### src/rtl/hangman_pkg.sv
// hangman_pkg: screen, glyph and key constants plus drawer state encoding
package hangman_pkg;
    localparam int SCREEN_W = 160;
    localparam int SCREEN_H = 120;
    localparam int GLYPH_W = 5;
    localparam int GLYPH_H = 7;
    localparam logic [7:0] KEY_ENTER = 8'h0A;
    localparam logic [7:0] KEY_NONE = 8'h00;
    localparam logic [7:0] KEY_UNDERSCORE = 8'h5F;
    localparam logic [4:0] GLYPH_UNDERSCORE = 5'd26;
    localparam logic [4:0] GLYPH_BLANK = 5'd27;
    typedef enum logic [1:0] {S_IDLE, S_DRAW, S_DONE} drawer_state_t;
    // Lowercase folds onto the same font entries as uppercase.
    function automatic logic [4:0] glyph_index(input logic [7:0] c);
        return (c >= 8'h41 && c <= 8'h5A) ? 5'(c - 8'h41)
             : (c >= 8'h61 && c <= 8'h7A) ? 5'(c - 8'h61)
             : (c == KEY_UNDERSCORE) ? GLYPH_UNDERSCORE : GLYPH_BLANK;
    endfunction
endpackage

### src/rtl/font_rom_5x7.sv
// font_rom_5x7: combinational 5x7 font, glyph 0-25 A-Z, 26 underscore, 27 blank
//  glyph in 5  glyph index
//  row   in 3  glyph row, 0 is top
//  bits  out 5 row bitmap, bit 4 is the leftmost column
module font_rom_5x7 (
    input  logic [4:0] glyph,
    input  logic [2:0] row,
    output logic [4:0] bits
);
    logic [34:0] g;
    always_comb begin
        g = '0;
        case (glyph)
            5'd0:  g = 35'b01110_10001_10001_11111_10001_10001_10001;
            5'd1:  g = 35'b11110_10001_10001_11110_10001_10001_11110;
            5'd2:  g = 35'b01110_10001_10000_10000_10000_10001_01110;
            5'd3:  g = 35'b11110_10001_10001_10001_10001_10001_11110;
            5'd4:  g = 35'b11111_10000_10000_11110_10000_10000_11111;
            5'd5:  g = 35'b11111_10000_10000_11110_10000_10000_10000;
            5'd6:  g = 35'b01110_10001_10000_10111_10001_10001_01111;
            5'd7:  g = 35'b10001_10001_10001_11111_10001_10001_10001;
            5'd8:  g = 35'b01110_00100_00100_00100_00100_00100_01110;
            5'd9:  g = 35'b00111_00010_00010_00010_00010_10010_01100;
            5'd10: g = 35'b10001_10010_10100_11000_10100_10010_10001;
            5'd11: g = 35'b10000_10000_10000_10000_10000_10000_11111;
            5'd12: g = 35'b10001_11011_10101_10101_10001_10001_10001;
            5'd13: g = 35'b10001_10001_11001_10101_10011_10001_10001;
            5'd14: g = 35'b01110_10001_10001_10001_10001_10001_01110;
            5'd15: g = 35'b11110_10001_10001_11110_10000_10000_10000;
            5'd16: g = 35'b01110_10001_10001_10001_10101_10010_01101;
            5'd17: g = 35'b11110_10001_10001_11110_10100_10010_10001;
            5'd18: g = 35'b01111_10000_10000_01110_00001_00001_11110;
            5'd19: g = 35'b11111_00100_00100_00100_00100_00100_00100;
            5'd20: g = 35'b10001_10001_10001_10001_10001_10001_01110;
            5'd21: g = 35'b10001_10001_10001_10001_10001_01010_00100;
            5'd22: g = 35'b10001_10001_10001_10101_10101_10101_01010;
            5'd23: g = 35'b10001_10001_01010_00100_01010_10001_10001;
            5'd24: g = 35'b10001_10001_01010_00100_00100_00100_00100;
            5'd25: g = 35'b11111_00001_00010_00100_01000_10000_11111;
            5'd26: g = 35'b00000_00000_00000_00000_00000_00000_11111;
            default: g = '0;
        endcase
        bits = 5'(g >> (5 * (3'd6 - row)));
    end
endmodule

### src/rtl/letter_glyph_drawer.sv
// letter_glyph_drawer: draws one 5x7 glyph into a word slot, one pixel per cycle
//  clock, reset             clock and synchronous active-high reset
//  start, letter, slot,     draw request; letter/slot/fg_colour captured on accept
//  fg_colour
//  x, y, colour, plot       pixel write to vga_adapter
//  busy, done               busy from cycle after accept through done; done one-cycle pulse
module letter_glyph_drawer
    import hangman_pkg::*;
#(
    parameter int ORIGIN_X = 8,
    parameter int ORIGIN_Y = 90,
    parameter int SLOT_PITCH = 8,
    parameter logic [2:0] BG_COLOUR = 3'b000,
    parameter int NUM_SLOTS = 10
) (
    input  logic       clock,
    input  logic       reset,
    input  logic       start,
    input  logic [7:0] letter,
    input  logic [3:0] slot,
    input  logic [2:0] fg_colour,
    output logic [7:0] x,
    output logic [6:0] y,
    output logic [2:0] colour,
    output logic       plot,
    output logic       busy,
    output logic       done
);
    drawer_state_t state, state_n;
    logic [2:0] col, row, fg_q;
    logic [7:0] letter_q, px;
    logic [3:0] slot_q;
    logic [6:0] py;
    logic [4:0] glyph, row_bits;
    logic accept, last_col, draw;
    font_rom_5x7 u_font (.glyph(glyph), .row(row), .bits(row_bits));
    always_comb begin
        glyph = glyph_index(letter_q);
        accept = state == S_IDLE && start;
        last_col = col == 3'(GLYPH_W - 1);
        draw = state == S_DRAW;
        state_n = state == S_IDLE ? (start ? (slot < 4'(NUM_SLOTS) ? S_DRAW : S_DONE) : S_IDLE)
                : draw ? (last_col && row == 3'(GLYPH_H - 1) ? S_DONE : S_DRAW)
                : S_IDLE;
        px = 8'(ORIGIN_X + int'(slot_q) * SLOT_PITCH + int'(col));
        py = 7'(ORIGIN_Y + int'(row));
        x = draw ? px : '0;
        y = draw ? py : '0;
        colour = draw ? (row_bits[3'd4 - col] ? fg_q : BG_COLOUR) : '0;
        // Off-screen pixels still take their cycle, only the write is dropped.
        plot = draw && int'(px) < SCREEN_W && int'(py) < SCREEN_H;
        busy = state != S_IDLE;
        done = state == S_DONE;
    end
    always_ff @(posedge clock) begin
        if (reset) begin
            state <= S_IDLE;
            col <= '0;
            row <= '0;
            letter_q <= '0;
            slot_q <= '0;
            fg_q <= '0;
        end else begin
            state <= state_n;
            if (accept) begin
                letter_q <= letter;
                slot_q <= slot;
                fg_q <= fg_colour;
                col <= '0;
                row <= '0;
            end else if (draw) begin
                col <= last_col ? '0 : col + 3'd1;
                row <= last_col ? row + 3'd1 : row;
            end
        end
    end
endmodule

### config.mk
export PLATFORM = sky130hd
export DESIGN_NAME = letter_glyph_drawer
export DESIGN_NICKNAME = d
export VERILOG_FILES = /design/src/rtl/hangman_pkg.sv /design/src/rtl/font_rom_5x7.sv /design/src/rtl/letter_glyph_drawer.sv
export SDC_FILE = /design/constraint.sdc
export NUM_CORES = 1
export LEC_CHECK = 0
export BUFFER_PORTS_ARGS = -buffer_cell sky130_fd_sc_hd__clkbuf_2
export CAP_MARGIN = 20
export CELL_PAD_IN_SITES_DETAIL_PLACEMENT = 1
export CELL_PAD_IN_SITES_GLOBAL_PLACEMENT = 1
export CORE_MARGIN = 1.5
export CORE_UTILIZATION = 48
export DETAILED_ROUTE_END_ITERATION = 16
export PLACE_DENSITY = 0.9
export SLEW_MARGIN = 0
export SYNTH_ARGS = -nofsm -noshare
export SYNTH_HDL_FRONTEND = slang
export SYNTH_HIERARCHICAL = 1
export SYNTH_SLANG_ARGS = --single-unit
### constraint.sdc
create_clock -name clock -period 13.25 [get_ports clock]
set_input_delay 1.9875 -clock clock [delete_from_list [all_inputs] [get_ports clock]]
set_output_delay 1.9875 -clock clock [all_outputs]
set_load 0.05 [all_outputs]
==> results of run 1 <==
## worst max-delay path: cells and delay by family, from the launching register on
kind / cells / cell delay [ns]
AND/OR/NAND/NOR: 5 / 1.53
AO/OA/AOI/OAI: 8 / 2.22
adder cells (fa/ha/maj): 2 / 0.69
flip-flops: 1 / 0.47
buffers and inverters: 4 / 0.76
## path summary, 6_finish.rpt
check / from / to / slack [ns] / cells past startpoint
max reg2reg: col[0]$_SDFFE_PP0P_ / state[0]$_SDFF_PP0_ / 11.56 / 6
min: letter_q[7]$_SDFFE_PP0P_ / letter_q[7]$_SDFFE_PP0P_ / 0.46 / 2
min reg2reg: letter_q[7]$_SDFFE_PP0P_ / letter_q[7]$_SDFFE_PP0P_ / 0.46 / 2
max: letter_q[0]$_SDFFE_PP0P_ / colour[1] / 5.32 / 19
## registers in the layout (all words and copies together), names as in the netlist
name	flops
slot_q	4
fg_q	3
state	2
col	3
row	3
letter_q	8
## cell usage after synthesis, drive strengths merged, types with 4 or more instances
cell | n | area [um^2]
nand2 | 61 | 229
nor2 | 47 | 176
a21oi | 46 | 234
buf | 31 | 255
o21ai | 28 | 140
ha | 26 | 325
dfxtp | 23 | 460
nor3 | 22 | 110
clkbuf | 20 | 75.1
inv | 18 | 67.6
nand3 | 14 | 70.1
nand2b | 13 | 81.3
a211oi | 11 | 92.6
nor2b | 10 | 62.6
o22ai | 10 | 62.6
mux2i | 8 | 80.1
o22a | 8 | 70.1
o31ai | 8 | 65.1
and2 | 7 | 43.8
o211ai | 7 | 52.6
and3 | 6 | 42.5
nor4 | 6 | 37.5
o32ai | 6 | 52.6
a2111oi | 5 | 56.3
nand3b | 5 | 37.5
nor3b | 5 | 47.5
xnor2 | 5 | 43.8
a21boi | 4 | 30.0
a21o | 4 | 30.0
a311oi | 4 | 35.0
a31oi | 4 | 25.0
a32oi | 4 | 35.0
nand4 | 4 | 25.0
or2 | 4 | 25.0
xor2 | 4 | 35.0
## cells by family (layout without fill, tap and decap cells)
family                   count (synthesis)  count (layout)  synth area share [%]
multiplexers                            14              14                  4.74
buffers and inverters                   71              66                  10.6
AO/OA/AOI/OAI                          178             178                  32.3
flip-flops                              23              23                  12.0
XOR/XNOR                                 9               9                  2.06
AND/OR/NAND/NOR                        219             219                  29.3
adder cells (fa/ha/maj)                 27              27                  9.02
## final cells by class
cell class	count	area share, %
clock buffers	4	1.16
repair buffers	42	5.66
inverters	20	1.93
well taps	102	3.28
multi-input cells	447	76.1
flip-flops and latches	23	11.8
## through the flow
step	setup slack, ns	hold slack [ns]	cells	area (um^2)	power [W]
after floorplan	6.96	0.431	541	3830	0.000135
after global placement	6.01	0.444	634	3850	0.000146
after detailed placement	5.81	0.454	634	3850	0.000149
after CTS	5.48	0.466	638	3890	0.000192
after global routing	5.01	0.502	638	3890	0.000202
final	5.32	0.464	638	3890	0.000193
## power by group
group          internal, W  total (W)  switching (W)
sequential       0.0000727  0.0000771     0.00000434
clock            0.0000214  0.0000438      0.0000223
combinational    0.0000236  0.0000718      0.0000482
total             0.000118   0.000193      0.0000749
## routing by layer
layer  track usage [%]  vias up  share of wire (%)
li1                  -     2002                  -
met1              39.9     2032                 43
met2              52.8      183                 48
met3              1.64       41                5.3
met4              11.5        0                3.8
met5                 0        -                  0
==> flow_summary.rst, run 1 <==
.. list-table::
   :header-rows: 1

   * - Metric
     - Value
   * - Worst min path class
     - reg2reg
   * - Number of hold-repair buffers added at the cts stage
     - 0
   * - Fraction of the cycle the final worst path needs
     - 59.9%
   * - I/O Pins
     - 39
   * - Post-cts repair resize count
     - 0
   * - Final worst path period need
     - 7.93 ns
   * - FF+latch count, synth
     - 23
   * - Starting density of the core
     - 49.6%
   * - Critical path's slowest cell
     - sky130_fd_sc_hd__nand2_1
   * - Timing-limited maximum frequency
     - 126 MHz
   * - Kind of critical path
     - reg2out
   * - Final sum of negative setup slack
     - 0 ns
   * - Antenna violations before repair
     - 0
   * - Delay contributed by the slowest stage of the critical path
     - 0.49 ns
   * - Cell variety after synth
     - 74
   * - Maximum VDD drop
     - 0.0000670 V
   * - Cells after Synth
     - 541
   * - Total of buffers placed on input and output ports
     - 38
   * - Fraction of the yosys area taken by sequential cells
     - 12.0%
   * - Final hold viol count
     - 0
   * - Drt wl/cell
     - 20.4 um
   * - Net count after synthesis
     - 586
   * - Critical-path cell list
     - inv_1 -> ha_1 -> inv_1 -> a211oi_1 -> o31a_1 -> nand2_1 -> inv_1 -> ha_1 -> and3b_1 -> a311oi_1 -> nor2_1 -> o32ai_1 -> o311ai_0 -> nor4_1 -> a311oi_1 -> a211oi_1 -> o32ai_1 -> and3_1 -> clkbuf_2
   * - Horizontal die dimension
     - 92.3 um
   * - Overflow after GRT
     - 0
   * - Clock Latency Late Sink
     - 0.26 ns
   * - Kind of capture point of the worst setup path
     - primary output
   * - Total global-route track usage
     - 30.6%
   * - Leakage component of the power
     - 1.52 nW
   * - Wire length of the first global-routing pass
     - 21100 um
   * - Measured slew at the worst slew-check pin
     - 0.859 ns
   * - Cts bufs inserted
     - 3
   * - Core outline area
     - 0.00773 mm^2
   * - Max transition margin
     - 41.3%
   * - Post-route DRC violation count
     - 0
   * - Maximum number of pins on one net before global-route repair
     - 56
   * - Via count of the first global-routing pass
     - 4128
   * - Die height
     - 92.3 um
   * - Multi-input combinational cell area
     - 0.00296 mm^2
   * - Startpoint type of the worst setup path
     - flop
   * - Unrepaired setup endpoints after global routing
     - no
   * - Maximum buffer depth of the clock tree
     - 2
   * - Number of max-slew violations in the final report
     - 0
   * - Core Rows
     - 32
   * - Commonest non-fill, non-tap cells in the layout
     - 61 x sky130_fd_sc_hd__nand2_1, 47 x sky130_fd_sc_hd__nor2_1, 45 x sky130_fd_sc_hd__a21oi_1
   * - Post-Synthesis Cell Area
     - 0.00383 mm^2
   * - Post-CTS setup-driven buffer insertion count
     - 0
   * - Storage cell area
     - 460 um^2
   * - EDFF count, synth
     - 0
   * - # clock sinks
     - 23
   * - NumNets Final
     - 582
   * - Final setup violation count
     - 0
   * - Relative area change from synthesis to final layout
     - 1.63%
   * - Count of max-cap constraint violations
     - 0
   * - Number of vias in the routed layout
     - 4258
   * - Run status
     - finished, final reports clean
   * - Leading cell type in the layout, fill and taps excluded
     - sky130_fd_sc_hd__nand2_1
   * - Routed Antenna Nets
     - 0
   * - Async SR Flop Fraction
     - 0%
   * - Max H-tree Level
     - 1
   * - CP Data Arrival Time
     - 5.95 ns
   * - CP dominant cell by count
     - sky130_fd_sc_hd__inv_1
   * - DR vias/cell
     - 6.67
   * - Number of detailed-route iterations in the first pass
     - 5
   * - Post-synthesis area per instance
     - 7.08 um^2
   * - Yosys synthesis warning count
     - 6
   * - Most instantiated flip-flop cell in the synthesis netlist
     - sky130_fd_sc_hd__dfxtp_1
   * - Routed wire length
     - 13000 um
   * - ANT cells
     - 0
   * - GP Congestion
     - 1.06
   * - CTS tree
     - built
   * - Area of the die
     - 0.00852 mm^2
   * - Dpl hpwl
     - 9630 um
   * - Util after Layout
     - 50.4%
   * - Clock slew at reported path FFs
     - 0.08 ns
   * - Clock root buffer
     - sky130_fd_sc_hd__clkbuf_8
   * - Req. time, crit path
     - 11.26 ns
   * - Total power divided by cell area
     - 49.5 mW/mm^2
   * - Clk_skew
     - 0.00702 ns
   * - Share of post-route cells with drive strength above 1
     - 12.5%
   * - Highest net fanout along the worst path
     - 19
   * - Number of filler cells placed in the layout
     - 1021
   * - DRT iter0 DRCs
     - 405
Power figures use the tool's default switching activity.
==> inputs of run 2 (changes only) <==
--- a/config.mk
+++ b/config.mk
@@ -10,9 +10,9 @@
 export CELL_PAD_IN_SITES_DETAIL_PLACEMENT = 1
 export CELL_PAD_IN_SITES_GLOBAL_PLACEMENT = 1
 export CORE_MARGIN = 1.5
-export CORE_UTILIZATION = 48
+export CORE_UTILIZATION = 44
 export DETAILED_ROUTE_END_ITERATION = 16
-export PLACE_DENSITY = 0.9
+export PLACE_DENSITY = 0.84
 export SLEW_MARGIN = 0
 export SYNTH_ARGS = -nofsm -noshare
 export SYNTH_HDL_FRONTEND = slang
==> constraint.sdc (replaced) <==
create_clock -name clock -period 7.8 [get_ports clock]
set_input_delay 1.17 -clock clock [delete_from_list [all_inputs] [get_ports clock]]
set_output_delay 1.17 -clock clock [all_outputs]
set_load 0.05 [all_outputs]
==> flow_summary.rst, run 2 (synthesized netlist as in run 1, its figures left out) <==
.. list-table::
   :header-rows: 1

   * - Metric
     - Value
   * - Run status
     - finished, final reports clean
   * - Worst r2r src
     - state[1]$_SDFF_PP0_
   * - Smallest setup slack after layout
     - 0.785 ns (-4.53 ns)
   * - Clk_skew
     - 0.00575 ns (-0.00127 ns)
   * - Highest net fanout along the worst path
     - 19 (unchanged)
   * - Final sum of negative setup slack
     - 0 ns (unchanged)
   * - Timing-limited maximum frequency
     - 143 MHz
   * - Die height
     - 96.3 um (+4.3%)
   * - Maximum VDD drop
     - 0.000119 V (+77%)
   * - Max reg flops
     - 8 (unchanged)
   * - # clock sinks
     - 23 (unchanged)
   * - Horizontal die dimension
     - 96.3 um (+4.3%)
   * - Clock slew at reported path FFs
     - 0.08 ns (about the same)
   * - Final worst path period need
     - 7.02 ns
   * - Number of vias in the routed layout
     - 4336 (+1.8%)
   * - Crit. Startpoint
     - letter_q[0]$_SDFFE_PP0P_
   * - Clock root buffer
     - sky130_fd_sc_hd__clkbuf_8
   * - Final hold viol count
     - 0 (unchanged)
   * - Leading cell type in the layout, fill and taps excluded
     - sky130_fd_sc_hd__nand2_1
   * - Count of max-cap constraint violations
     - 0 (unchanged)
   * - I/O Pins
     - 39 (unchanged)
   * - CP Data Arrival Time
     - 5.85 ns (-0.10 ns)
   * - Starting density of the core
     - 45.9% (-3.6 points)
   * - Worst min path class
     - reg2reg
   * - Startpoint type of the worst setup path
     - flop
   * - Fraction of the cycle the final worst path needs
     - 89.9%
   * - Final setup violation count
     - 0 (unchanged)
   * - Cts bufs inserted
     - 3 (unchanged)
   * - Met2 global-route usage
     - 46.7% (-6.2 points)
   * - Antenna violations before repair
     - 0 (unchanged)
   * - Most used routing layer in global routing
     - met2
   * - Total of buffers placed on input and output ports
     - 38 (unchanged)
   * - Measured slew at the worst slew-check pin
     - 0.858 ns (-0.00115 ns)
   * - Number of filler cells placed in the layout
     - 1121 (+9.8%)
   * - DRT iter0 DRCs
     - 391 (-3.5%)
   * - Pre-CTS setup slack
     - 1.23 ns (-4.57 ns)
   * - Number of max-slew violations in the final report
     - 0 (unchanged)
   * - Drt wl/cell
     - 20.4 um (+0.12%)
   * - Max transition margin
     - 42.8% (+1.6 points)
   * - Kind of capture point of the worst setup path
     - primary output
   * - Maximum number of pins on one net before global-route repair
     - 56 (unchanged)
   * - Req. time, crit path
     - 6.63 ns (-4.63 ns)
   * - Core outline area
     - 0.00834 mm^2 (+7.9%)
   * - Commonest non-fill, non-tap cells in the layout
     - 61 x sky130_fd_sc_hd__nand2_1, 47 x sky130_fd_sc_hd__nor2_1, 45 x sky130_fd_sc_hd__a21oi_1
   * - Overflow after GRT
     - 0 (unchanged)
   * - Leakage component of the power
     - 1.52 nW (+0.27%)
   * - Worst-case register-to-register setup slack
     - 6.13 ns (-5.43 ns)
   * - Routed wire length
     - 13100 um (+0.75%)
   * - Multi-input combinational cell area
     - 0.00296 mm^2 (unchanged)
   * - Core Rows
     - 33 (+3.1%)
   * - Dpl hpwl
     - 9780 um (+1.5%)
   * - Relative area change from synthesis to final layout
     - 1.93%
   * - Unrepaired setup endpoints after global routing
     - no
   * - Grt met3 use
     - 2.76% (+1.1 points)
   * - Max H-tree Level
     - 1 (unchanged)
   * - Hold path start
     - fg_q[2]$_SDFFE_PP0P_
   * - Share of post-route cells with drive strength above 1
     - 12.7% (+0.16 points)
   * - Kind of critical path
     - reg2out
   * - CTS tree
     - built
   * - NumNets Final
     - 583 (+0.17%)
   * - Routed Antenna Nets
     - 0 (unchanged)
   * - Clock Latency Late Sink
     - 0.26 ns (about the same)
   * - Biggest registers after layout
     - letter_q: 8 flops, slot_q: 4 flops
   * - Number of hold-repair buffers added at the cts stage
     - 0 (unchanged)
   * - Post-cts repair resize count
     - 0 (unchanged)
   * - Number of detailed-route iterations in the first pass
     - 5 (unchanged)
   * - DR vias/cell
     - 6.75 (+1.2%)
   * - GP Congestion
     - 0.965 (-9.1%)
   * - Wire length of the first global-routing pass
     - 21000 um (-0.85%)
   * - Post-route DRC violation count
     - 0 (unchanged)
   * - Maximum buffer depth of the clock tree
     - 2 (unchanged)
   * - Post-CTS setup-driven buffer insertion count
     - 0 (unchanged)
   * - Area of the die
     - 0.00927 mm^2 (+8.8%)
   * - Storage cell area
     - 460 um^2 (unchanged)
   * - Total power divided by cell area
     - 83.4 mW/mm^2 (+68%)
   * - Met1 GRT Util
     - 39.6% (-0.38 points)
   * - Via count of the first global-routing pass
     - 4108 (-0.48%)
   * - Register containing the most flip-flops in the final layout
     - letter_q
   * - Total global-route track usage
     - 28.7% (-1.9 points)
   * - ANT cells
     - 0 (unchanged)
## run 2: power breakdown
part / internal (W) / leakage (nW) / switching [W]
sequential: 0.000124 / 0.188 / 0.00000689
clock: 0.0000364 / 0.0228 / 0.0000373
combinational: 0.0000400 / 1.31 / 0.0000813
total: 0.000200 / 1.52 / 0.000125
## run 2: routing by layer
metal  vias up  routed length, um  part of all wire, %
met5         -                  0                    0
met4         0                490                  3.7
met3        43                947                  7.2
met2       244               5900                   45
met1      2063               5790                   44
li1       1986                  -                    -
## run 2: stage by stage
step	cells	power, W	util (%)	hold WS, ns	cell area [um^2]
3_3_place_gp	638	0.000248	46.3	0.443	3860
2_1_floorplan	541	0.000230	-	0.431	3830
3_5_place_dp	638	0.000252	46.3	0.458	3860
6_report	642	0.000325	46.8	0.464	3900
5_1_grt	642	0.000343	46.8	0.485	3900
4_1_cts	642	0.000325	46.8	0.467	3900
## run 2: area by class of cell
type	instances	share of cell area (%)
multi-input cells	447	75.9
flip-flops and latches	23	11.8
repair buffers	43	5.83
well taps	105	3.37
inverters	20	1.92
clock buffers	4	1.15
## run 2: worst max-delay path, stage by stage (launching register included)
cell and delay [ns]:
sky130_fd_sc_hd__dfxtp_1 0.45, sky130_fd_sc_hd__inv_1 0.10, sky130_fd_sc_hd__ha_1 0.23, sky130_fd_sc_hd__nor3b_2 0.17, sky130_fd_sc_hd__a21oi_1 0.14, sky130_fd_sc_hd__o31a_1 0.24
sky130_fd_sc_hd__nand2_1 0.43, sky130_fd_sc_hd__inv_1 0.48, sky130_fd_sc_hd__ha_1 0.56, sky130_fd_sc_hd__and3b_1 0.29, sky130_fd_sc_hd__a21oi_1 0.07, sky130_fd_sc_hd__o32a_1 0.37
sky130_fd_sc_hd__a2111oi_0 0.66, sky130_fd_sc_hd__nor4_1 0.14, sky130_fd_sc_hd__a311oi_1 0.37, sky130_fd_sc_hd__a211oi_1 0.12, sky130_fd_sc_hd__o32ai_1 0.25, sky130_fd_sc_hd__and3_1 0.22
sky130_fd_sc_hd__clkbuf_2 0.28
## run 2: path summary, 6_finish.rpt
check                                            end  cells after the start
worst max-delay path                       colour[0]                     18
worst min-delay path            fg_q[2]$_SDFFE_PP0P_                      2
worst max register to register   row[0]$_SDFFE_PP0P_                      5
worst min register to register  fg_q[2]$_SDFFE_PP0P_                      2
